### config.mk
export PLATFORM = sky130hd
export DESIGN_NAME = mem_port_arbiter
export DESIGN_NICKNAME = d
export VERILOG_FILES = /design/src/rtl/mem_port_arbiter.sv
export SDC_FILE = /design/constraint.sdc
export NUM_CORES = 1
export LEC_CHECK = 0
export CELL_PAD_IN_SITES_DETAIL_PLACEMENT = 1
export CELL_PAD_IN_SITES_GLOBAL_PLACEMENT = 2
export CORE_ASPECT_RATIO = 1.4
export CORE_UTILIZATION = 18
export CTS_BUF_LIST = sky130_fd_sc_hd__clkbuf_16
export CTS_CLUSTER_SIZE = 14
export DETAILED_ROUTE_END_ITERATION = 16
export GPL_ROUTABILITY_DRIVEN = 0
export PLACE_DENSITY_LB_ADDON = 0.1
export SYNTH_ARGS = -nofsm -noshare
export SYNTH_HDL_FRONTEND = slang
export SYNTH_SLANG_ARGS = --single-unit
### constraint.sdc
create_clock -name clk -period 2.4 [get_ports clk]
set_input_delay 0.36 -clock clk [delete_from_list [all_inputs] [get_ports clk]]
set_output_delay 0.36 -clock clk [all_outputs]
set_load 0.01 [all_outputs]
### src/rtl/mem_port_arbiter.sv
// mem_port_arbiter
//   Shares one memory port between instruction fetch and data access.
//   Data requests win over fetches; one transaction is outstanding at a time.
//   A branch flush cancels the ack of an in-flight fetch but never retracts a
//   command already presented to memory.
// Ports:
//   clk, rst                     clock, synchronous active-high reset
//   if_req/if_addr/flush         fetch request, PC, branch flush
//   if_ack/if_rdata/if_stall     fetch completion, instruction, IF stall
//   d_req/d_we/d_addr/d_wdata    data request, store select, address, store data
//   d_ack/d_rdata/d_stall        data completion, load data, MEM stall
//   mem_valid/mem_cmd/mem_addr/mem_wdata  registered command toward memory
//   mem_ready                    memory accepts the command this cycle
//   mem_resp_valid/mem_rdata     read data return
//   mem_err                      sticky response-timeout flag
module mem_port_arbiter #(
  parameter int unsigned TIMEOUT = 255
) (
  input  logic        clk,
  input  logic        rst,
  input  logic        if_req,
  input  logic [31:0] if_addr,
  input  logic        flush,
  output logic        if_ack,
  output logic [31:0] if_rdata,
  output logic        if_stall,
  input  logic        d_req,
  input  logic        d_we,
  input  logic [31:0] d_addr,
  input  logic [31:0] d_wdata,
  output logic        d_ack,
  output logic [31:0] d_rdata,
  output logic        d_stall,
  output logic        mem_valid,
  output logic [1:0]  mem_cmd,
  output logic [31:0] mem_addr,
  output logic [31:0] mem_wdata,
  input  logic        mem_ready,
  input  logic        mem_resp_valid,
  input  logic [31:0] mem_rdata,
  output logic        mem_err
);

  localparam logic [1:0] IDLE        = 2'd0;
  localparam logic [1:0] WAIT_ACCEPT = 2'd1;
  localparam logic [1:0] WAIT_RESP   = 2'd2;

  localparam logic [1:0] CMD_NONE  = 2'd0;
  localparam logic [1:0] CMD_LOAD  = 2'd1;
  localparam logic [1:0] CMD_STORE = 2'd2;
  localparam logic [1:0] CMD_FETCH = 2'd3;

  localparam logic OWN_IF = 1'b0;
  localparam logic OWN_D  = 1'b1;

  // Last counter value before giving up on a response.
  localparam logic [7:0] CNT_LAST = 8'(TIMEOUT - 1);

  logic [1:0] state;
  logic       owner;
  logic       drop;
  logic [7:0] cnt;

  logic accepted;
  logic resp_done;

  assign accepted  = (state == WAIT_ACCEPT) && mem_ready;
  assign resp_done = (state == WAIT_RESP) && mem_resp_valid;

  // Acks are combinational so a store completes in its accept cycle and a
  // read completes in its response cycle. A flush in the response cycle
  // still suppresses the fetch ack.
  assign d_ack  = (accepted && (mem_cmd == CMD_STORE)) || (resp_done && (owner == OWN_D));
  assign if_ack = resp_done && (owner == OWN_IF) && !drop && !flush;

  assign if_stall = if_req & ~if_ack;
  assign d_stall  = d_req & ~d_ack;

  assign if_rdata = mem_rdata;
  assign d_rdata  = mem_rdata;

  // Transaction sequencer: command register, owner/drop tracking, timeout.
  always_ff @(posedge clk) begin
    if (rst) begin
      state     <= IDLE;
      owner     <= OWN_IF;
      drop      <= 1'b0;
      cnt       <= 8'd0;
      mem_valid <= 1'b0;
      mem_cmd   <= CMD_NONE;
      mem_addr  <= 32'd0;
      mem_wdata <= 32'd0;
      mem_err   <= 1'b0;
    end else begin
      case (state)
        IDLE: begin
          if (d_req) begin
            mem_valid <= 1'b1;
            mem_cmd   <= d_we ? CMD_STORE : CMD_LOAD;
            mem_addr  <= d_addr;
            mem_wdata <= d_wdata;
            owner     <= OWN_D;
            drop      <= 1'b0;
            state     <= WAIT_ACCEPT;
          end else if (if_req && !flush) begin
            mem_valid <= 1'b1;
            mem_cmd   <= CMD_FETCH;
            mem_addr  <= {if_addr[31:2], 2'b00};
            owner     <= OWN_IF;
            drop      <= 1'b0;
            state     <= WAIT_ACCEPT;
          end else begin
            mem_valid <= 1'b0;
            mem_cmd   <= CMD_NONE;
          end
        end
        WAIT_ACCEPT: begin
          // The command stays on the bus even when flushed; only the ack is lost.
          if ((owner == OWN_IF) && flush) begin
            drop <= 1'b1;
          end
          if (mem_ready) begin
            mem_valid <= 1'b0;
            mem_cmd   <= CMD_NONE;
            cnt       <= 8'd0;
            state     <= (mem_cmd == CMD_STORE) ? IDLE : WAIT_RESP;
          end
        end
        WAIT_RESP: begin
          if ((owner == OWN_IF) && flush) begin
            drop <= 1'b1;
          end
          if (mem_resp_valid) begin
            state <= IDLE;
          end else if (cnt == CNT_LAST) begin
            // Abandon the transaction without an ack; requester stays stalled.
            mem_err <= 1'b1;
            state   <= IDLE;
          end else begin
            cnt <= cnt + 8'd1;
          end
        end
        default: begin
          state     <= IDLE;
          mem_valid <= 1'b0;
          mem_cmd   <= CMD_NONE;
        end
      endcase
    end
  end

endmodule

# Word level (Yosys, flattened, before mapping)
# Index checks and enable logic that the tools add are counted.
[word_totals]
input_bits = 136
ff_bits = 80
word_cells = 78
[classes]
bitwise_logic = 7
addsub = 1
n_mux = 27
reduce_logical = 24
n_eq_ne = 10
[ops]
columns = ["op", "count"]
rows = [
  ["$mux W32", 2],
  ["$mux W8", 3],
  ["$mux W2", 10],
  ["$pmux W8 S2", 1],
  ["$pmux W2 S3", 2],
  ["$logic_and A1 B1 Y1", 9],
  ["$reduce_and A3 Y1", 3],
  ["$add A8 B1 Y8 const B", 1],
  ["$eq A8 B8 Y1 const B", 1],
  ["$mux W1", 7],
  ["$ne A2 B2 Y1 const B", 3],
  ["$reduce_and A2 Y1", 3],
  ["$reduce_bool A2 Y1", 3],
  ["$not A1 Y1", 5],
  ["$eq A2 B2 Y1 const B", 2],
  ["$reduce_and A4 Y1", 1],
  ["$ne A3 B2 Y1 const B", 1],
  ["$ne A3 B3 Y1 const B", 1],
  ["$pmux W1 S3", 1],
  ["$and A1 B1 Y1", 2],
  ["$eq A2 B1 Y1 const B", 1],
  ["$logic_not A1 Y1", 2],
  ["$logic_not A2 Y1", 1],
  ["$ne A2 B1 Y1 const B", 1],
  ["3 further kinds", 3],
]

# Longest topological paths before layout
# Gate-level depths: netlist (run 1).
[logic_depth]
word_depth = 7
ltp_mapped = 8
ltp_nobuf = 6

# Least setup slack after synthesis (run 1)
# No wires, ideal clock.
[synth_timing]
path_kind = "flip-flop to flip-flop"
from = "register state[1]"
to = "register cnt[1]"
path_slack_ns = 0.479
setup_time_ns = 0.071
arrival_time_ns = 1.851
period_less_slack_ns = 1.921
required_ns = 2.329
path_stages_with_launch = 9
path_cell_list = "dfxtp_1 -> inv_1 -> ha_1 -> nor2b_4 -> buf_6 -> a211o_1 -> buf_6 -> or4_1 -> a21oi_1"
[synth_between]
elab_chain_cells = 3
elab_cells_between_ends = 8
cone_classes = "5 x eq/ne; 1 x mux; 2 x reduce/logical"
[synth_lines]
columns = ["item", "line_no", "source"]
rows = [
  ["from (decl)", "59", "logic [1:0] state;"],
  ["from (signal assigned)", "126", "state <= (mem_cmd == CMD_STORE) ? IDLE : WAIT_RESP;"],
  ["$eq A2 B2 Y1 or $eq A2 B1 Y1 (tied branches)", "95", "case (state)"],
  ["$ne A2 B2 Y1 (no source line) or $reduce_bool A2 Y1 (tied branches)", "--", ""],
  ["$reduce_and A4 Y1 (no source line)", "--", ""],
  ["to (signal assigned)", "140", "cnt <= cnt + 8'd1;"],
  ["to (decl)", "62", "logic [7:0] cnt;"],
]
# Parallel ways exist; a longest one is shown, timed or not.
# A chain may end at the register's enable or synchronous reset.

# Worst setup path after layout (run 1)
[layout_timing]
from = "register state[0]"
to = "output if_ack"
[layout_between]
elab_chain_cells = 5
[layout_lines]
columns = ["item", "line_no", "source"]
rows = [
  ["$eq A2 B2 Y1", "68", "assign resp_done = (state == WAIT_RESP) && mem_resp_valid;"],
  ["$logic_and A1 B1 Y1", "68", ""],
  ["$logic_and A1 B1 Y1 (3 in series)", "74", "assign if_ack = resp_done && (owner == OWN_IF) && !drop && !flush;"],
  ["to (decl)", "24", "output logic if_ack,"],
]
# Every way passes these cells.

==> impl_metrics.py, run 1 <==
metrics = {
    "floorplan": {
        "fp.dieArea_sq_mm": 0.0222,
        "die-height_microns": 176,
        "io-pin-count": 272,
        "core.rowCount": 63,
        "floorplan.initialDensity_pct": 18.3,
        "die_w_microns": 126,
        "coreArea_sq_mm": 0.0212,
    },
    "global_route": {
        "grt_max_degree": 64,
        "grt_pass1_vias": 3503,
        "grt_use_total_pct": 11.3,
        "first_pass_grt_wire_length_mm": 19.2,
        "antenna_violations_before_repair": 0,
        "grt-ovfl-total": 0,
    },
    "setup_path": {
        "crit_slowest_cell": "clkdlybuf4s50_1",
        "critPathCaptureType": "output port",
        "timing.rr.start": "state[1]",
        "worst_setup_path_start_kind": "flop",
        "worst-r2r-setup-slack_ps": 330,
        "r2r_cells": 6,
        "crit_fanout": 7,
        "max_stage_delay_ps": 530,
        "cp.arrival_ps": 1950,
        "timing.critical_path.cells": "inv_2 > ha_4 > nand2_1 > nor4_2 > buf_4 > clkdlybuf4s50_1",
        "worst-endpoint-required_ps": 2040,
        "critical_path_class": "reg -> out",
        "timing.rr.end": "cnt[4]",
    },
    "sta": {
        "hold_viol_final": 0,
        "setup_tns_ps": 0,
        "final_critical_path_setup_slack_ps": 92.2,
        "slew-limit-headroom_pct": 64.1,
        "setup_viol_count_final": 0,
        "fin_worst_skew_ps": 9.31,
        "worst_slew_pin_slew_ps": 537,
        "hold_slack_ps": 444,
        "timing.final.crit_period_ps": 2310,
        "grt_setup_unrepaired": "no",
        "final-max-slew-violation-count": 0,
        "min_period_over_period_pct": 96.2,
        "fmax_mhz": 433,
    },
    "cells_and_area": {
        "numnets_final": 706,
        "num_antenna_cells": 0,
        "area_growth_syn_to_layout_pct": 49.4,
        "fillers": 2500,
        "layout-drive-gt1-share_pct": 6.50,
    },
    "logic_synthesis": {
        "syn_nets": 604,
        "synth.ff_latch_count": 80,
        "yosys_warnings": 0,
        "post_synthesis_cell_count": 463,
        "synth.distinct_cells": 42,
        "avg_inst_size_synth_sq_um": 8.39,
        "syn_area_sq_mm": 0.00388,
        "dominantRegCellSynth": "dfxtp_1",
        "synth-async-reset-ratio_pct": 0,
        "number_of_flops_mapped_to_enable_cells_by_yosys": 0,
        "synth.yosys.seq_area_share_pct": 41.3,
    },
    "route": {
        "routed_wirelength_mm": 12.5,
        "dr.pass1.iters": 4,
        "remaining_drc_errors": 0,
        "vias_per_cell": 4.19,
        "detailroute.via_count": 3471,
        "final_antenna_net_count": 0,
        "drt_iter0_drc": 101,
        "route.detailed.wl_per_inst_microns": 15.1,
    },
    "power_and_ir_drop": {
        "p_leak_nw": 2.12,
        "powerDensity_mw_per_mm2": 755,
        "vdd.ir_drop.worst_mv": 0.355,
    },
    "clock_network": {
        "cts.hold.buffers_added": 0,
        "clk_latency_ps": 350,
        "cts_setup_buffers": 0,
        "clock_tree_from_tritoncts": "done",
        "cts_root_buf": "clkbuf_16",
        "htree_num_levels": 3,
        "cts_num_sinks": 80,
        "clk_pin_slew_ps": 60,
        "cts_buffers": 9,
        "clock_path_buffers": 2,
    },
    "hold_path": {
        "whs_endpoint": "mem_valid",
        "worst_hold_path.num_cells": 2,
        "min-delay-start": "rst",
        "timing.hold.worst.class": "in -> reg",
    },
    "run": {
        "timing.max_cap.violations": 0,
    },
    "place": {
        "io_buffer_count": 173,
        "post-dp-hpwl_mm": 9.22,
        "preCtsSetupSlack_ps": 110,
    },
    "status": {
        "result_of_the_run": "complete, no violations",
    },
}
-- how the worst max path moves through the flow --
stage | from | end | slack (ps) | depth (start not counted)
after floorplan | state[1] | cnt[1] | 480 | 8
after global placement | mem_resp_valid | d_ack | 150 | 4
after detailed placement | mem_resp_valid | if_ack | 110 | 5
after CTS | state[0] | if_ack | 30 | 6
after global routing | state[0] | if_ack | 4 | 6
final | state[0] | if_ack | 90 | 6
-- layout make-up --
cell class | count | area (sq um) | share of cell area (%)
Multi-Input combinational cell | 283 | 1670 | 28.9
Clock buffer | 9 | 225 | 3.88
Sequential cell | 80 | 1600 | 27.7
Tap cell | 260 | 325 | 5.61
Timing Repair Buffer | 184 | 1830 | 31.5
Inverter | 7 | 26.3 | 0.453
Clock inverter | 6 | 116 | 2.01
-- worst max-delay path, delay by kind of cell, from the launching register on --
family | cells | cell delay [ps]
adder cells (fa/ha/maj) | 1 | 170
AND/OR/NAND/NOR | 2 | 320
flip-flops | 1 | 330
buffers and inverters | 3 | 780
-- stage by stage --
stage / std cells / instance area [sq um] / utilization [%] / power (mW)
after floorplan: 463 / 3880 / - / 2.27
after global placement: 814 / 5430 / 25.6 / 2.80
after detailed placement: 814 / 5430 / 25.6 / 2.81
after CTS: 829 / 5800 / 27.3 / 4.48
after global routing: 829 / 5800 / 27.4 / 4.65
final: 829 / 5800 / 27.4 / 4.38
-- layout by cell type (no fill, tap or decap), types with 9 or more instances in the layout --
cell | synthesis | layout
a21oi_1 | 43 | 43
dfxtp_1 | 80 | 78
clkdlybuf4s50_1 | 0 | 171
mux2i_1 | 31 | 31
nand2_1 | 73 | 73
nor2_1 | 41 | 41
buf_4 | 64 | 9
a211oi_1 | 32 | 32
o21ai_0 | 9 | 9
clkbuf_16 | 0 | 9
-- sequential cells by signal (all words and copies together) (netlist names), 2 cells and up --
register / count
cnt: 8
state: 2
mem_cmd: 2
mem_wdata: 32
mem_addr: 32
-- synthesized netlist by cell type (3+ instances only) --
library cell	n	area share, %
o21ai_0	9	1.2
dfxtp_1	80	41
o31ai_1	3	0.58
a211oi_1	32	6.2
inv_1	7	0.68
a31oi_1	3	0.48
nand4_1	3	0.48
nor2b_1	3	0.48
buf_1	3	0.29
ha_1	5	1.6
clkbuf_1	22	2.1
nand3_1	6	0.77
buf_4	64	12
a21oi_1	43	5.5
or4_1	4	0.77
nand2_1	73	7.1
nor2_1	41	4.0
mux2i_1	31	8.0
-- where the power goes --
group	leakage, nW	switching [mW]	internal [mW]
combinational	1.29	0.563	0.611
sequential	0.659	0.0920	1.50
clock	0.166	0.598	1.02
-- kinds of logic after synthesis --
family,count (synthesis),share of synthesized area [%]
DFF,80,41.3
muxes,31,7.99
and+or+nand+nor,144,16.2
adders and majority gates,5,1.61
buffers and inverters,100,16.3
AOI/OAI and AO/OA,103,16.7
-- repair_timing --
item | in CTS | in global routing
setup endpoints to repair | 4 | 3
endpoints found under the hold margin | 0 | 0
gates resized for setup | 4 | 3
-- per-layer routing --
layer | vias to the layer above | track usage (%) | routed length, microns
li1 | 1731 | - | -
met1 | 1605 | 12.1 | 4990
met2 | 118 | 19.8 | 6250
met3 | 17 | 4.26 | 1060
met4 | 0 | 5.02 | 213
met5 | - | 0 | 0
Power figures use the tool's default switching activity.
==> run 2: changes to the inputs <==
- CTS_CLUSTER_DIAMETER: unset -> 30
==> results of run 2 <==
Same layout as run 1: the final DEF is identical, and so are final timing and power.
==> run 3: changes to the inputs <==
- CAP_MARGIN: unset -> 0
- CORE_ASPECT_RATIO: 1.4 -> unset
==> run 3 against run 2 <==
Effect of this change: die area about the same; sequential share of layout area increased by 0.26 points; maximum frequency rose by 4.4%; combinational power hardly changed; sequential power barely moved; total power is 6.7% lower; clock-buffer cell count is the same; non-clock buffer count is the same; critical path type unchanged; largest cell class unchanged; highest routed layer unchanged.
==> impl_metrics.py, run 3 (synthesized netlist as in run 1, its figures left out) <==
metrics = {
    "cells_and_area": {
        "numnets_final": 706,
        "layout.cells.most_common": "clkdlybuf4s50_1",
        "reg_top3": "mem_addr x32, mem_wdata x32, cnt x8",
        "layout-drive-gt1-share_pct": 5.79,
        "final_cell_mix": "clkdlybuf4s50_1, dfxtp_1, nand2_1, a21oi_1, nor2_1",
        "area_growth_syn_to_layout_pct": 47.8,
        "finish.instance_area_sq_mm": 0.00574,
    },
    "global_route": {
        "grt_use_total_pct": 11.6,
        "grt-ovfl-total": 0,
        "antenna_violations_before_repair": 1,
        "grt_max_degree": 64,
        "grt_pass1_vias": 3527,
        "first_pass_grt_wire_length_mm": 19.4,
    },
    "power_and_ir_drop": {
        "p_sw_mw": 1.28,
        "internal-power_mw": 2.81,
        "share_comb_of_total_power_pct": 28.8,
        "power.share.sequential_pct": 38.8,
        "vdd.ir_drop.worst_mv": 0.290,
        "fin_total_pwr_mw": 4.09,
        "share_clk_of_total_power_pct": 32.4,
        "p_leak_nw": 2.13,
        "powerDensity_mw_per_mm2": 712,
        "p_sw_share_pct": 31.2,
    },
    "setup_path": {
        "crit_fanout": 3,
        "critical_path_class": "reg -> out",
        "timing.critical_path.buf_inv": 3,
        "max_stage_delay_ps": 520,
        "critPathCaptureType": "output port",
        "cp.arrival_ps": 1850,
        "crit_slowest_cell": "clkdlybuf4s50_1",
        "worst-endpoint-required_ps": 2040,
        "worst_setup_path_start_kind": "flop",
        "worst_path_dominant_cell_family": "buffers and inverters",
        "timing.critical_path.cells": "inv_1 > ha_1 > nand2_1 > nor4_2 > buf_4 > clkdlybuf4s50_1",
        "worst-r2r-setup-slack_ps": 380,
    },
    "clock_network": {
        "clock_tree_from_tritoncts": "done",
        "clock_path_buffers": 2,
        "cts.hold.buffers_added": 0,
        "cts_num_sinks": 80,
        "htree_num_levels": 3,
        "cts_buffers": 9,
        "clk_pin_slew_ps": 60,
        "clk_latency_ps": 340,
        "cts_root_buf": "clkbuf_16",
    },
    "sta": {
        "fin_worst_skew_ps": 7.36,
        "setup_viol_count_final": 0,
        "min_period_over_period_pct": 92.1,
        "final-max-slew-violation-count": 0,
        "hold_viol_final": 0,
        "fmax_mhz": 452,
        "final_critical_path_setup_slack_ps": 189,
        "worst_slew_pin_slew_ps": 533,
        "timing.final.crit_period_ps": 2210,
        "slew-limit-headroom_pct": 64.4,
        "grt_setup_unrepaired": "yes",
    },
    "place": {
        "preCtsSetupSlack_ps": 55.1,
        "dpl_cell_area_sq_mm": 0.00544,
        "post-dp-hpwl_mm": 9.57,
        "io_buffer_count": 173,
    },
    "status": {
        "result_of_the_run": "complete, no violations",
    },
    "floorplan": {
        "floorplan.initialDensity_pct": 18.4,
        "core.rowCount": 53,
        "fp.dieArea_sq_mm": 0.0222,
        "coreArea_sq_mm": 0.0211,
        "io-pin-count": 272,
        "die-height_microns": 149,
        "die_w_microns": 149,
    },
    "route": {
        "vias_per_cell": 4.18,
        "dr.pass1.iters": 4,
        "final_antenna_net_count": 0,
        "route.detailed.wl_per_inst_microns": 15.3,
        "routed_wirelength_mm": 12.9,
        "detailroute.via_count": 3537,
        "drt_iter0_drc": 88,
        "remaining_drc_errors": 0,
    },
    "hold_path": {
        "timing.hold.worst.class": "in -> reg",
    },
    "run": {
        "timing.max_cap.violations": 0,
    },
}
run 3: cell types whose count changed in the layout (fill, tap and decap cells not counted), sizes merged:
cell,previous run,this run
clkinvlp,0,1
dlymetal6s2s,0,4
diode,0,1
clkdlybuf4s50,171,167
clkinv,2,5
bufinv,3,0
run 3: power by group through the flow:
stage	logic [mW]	clock network (mW)	registers, mW
after floorplan	0.594	0	1.68
after global routing	1.30	1.46	1.61
final	1.18	1.32	1.58
after detailed placement	1.20	0	1.62
after CTS	1.21	1.40	1.59
after global placement	1.19	0	1.61
run 3: cell type report:
type                       instances  area, sq um
fill                            2463        15300
timing repair buffer             184         1830
multi-input combinational        283         1660
sequential                        80         1600
tap                              275          344
clock buffer                       9          225
clock inverter                     7         56.3
inverter                           7         26.3
antenna                            1         2.50
run 3: worst reg2reg max path, cell delays in order (launching register included):
cell and delay, ps:
dfxtp_1 350, inv_1 60, ha_1 230, nor2b_4 180, a211o_1 440, or4_1 560, a21oi_1 150
run 3: repair_timing:
item | CTS | global route
resized for setup | 0 | 5
setup buffers | 0 | 0
setup endpoints to repair | 0 | 4
run 3: per-layer routing:
metal	up-vias	routed length [microns]	global-route usage, %
met5	-	0	0
met4	0	294	5.77
met3	22	1500	5.50
met2	143	5280	16.9
met1	1630	5830	14.1
li1	1742	-	-
run 3: final timing paths:
check | startpoint | to | depth (start not counted)
setup / recovery | state[0] | if_ack | 6
hold / removal | rst | mem_err | 2
setup reg to reg | state[1] | cnt[5] | 6
hold reg to reg | mem_wdata[0] | mem_wdata[0] | 2
run 3: through the flow:
step | setup TNS [ps] | hold WS [ps] | utilization [%] | std cells
floorplan | 0 | 465 | - | 463
global placement | 0 | 441 | 25.8 | 829
detailed placement | 0 | 450 | 25.8 | 829
CTS | 0 | 363 | 27.1 | 845
global route | -7.18 | 394 | 27.2 | 845
finish | 0 | 374 | 27.2 | 846
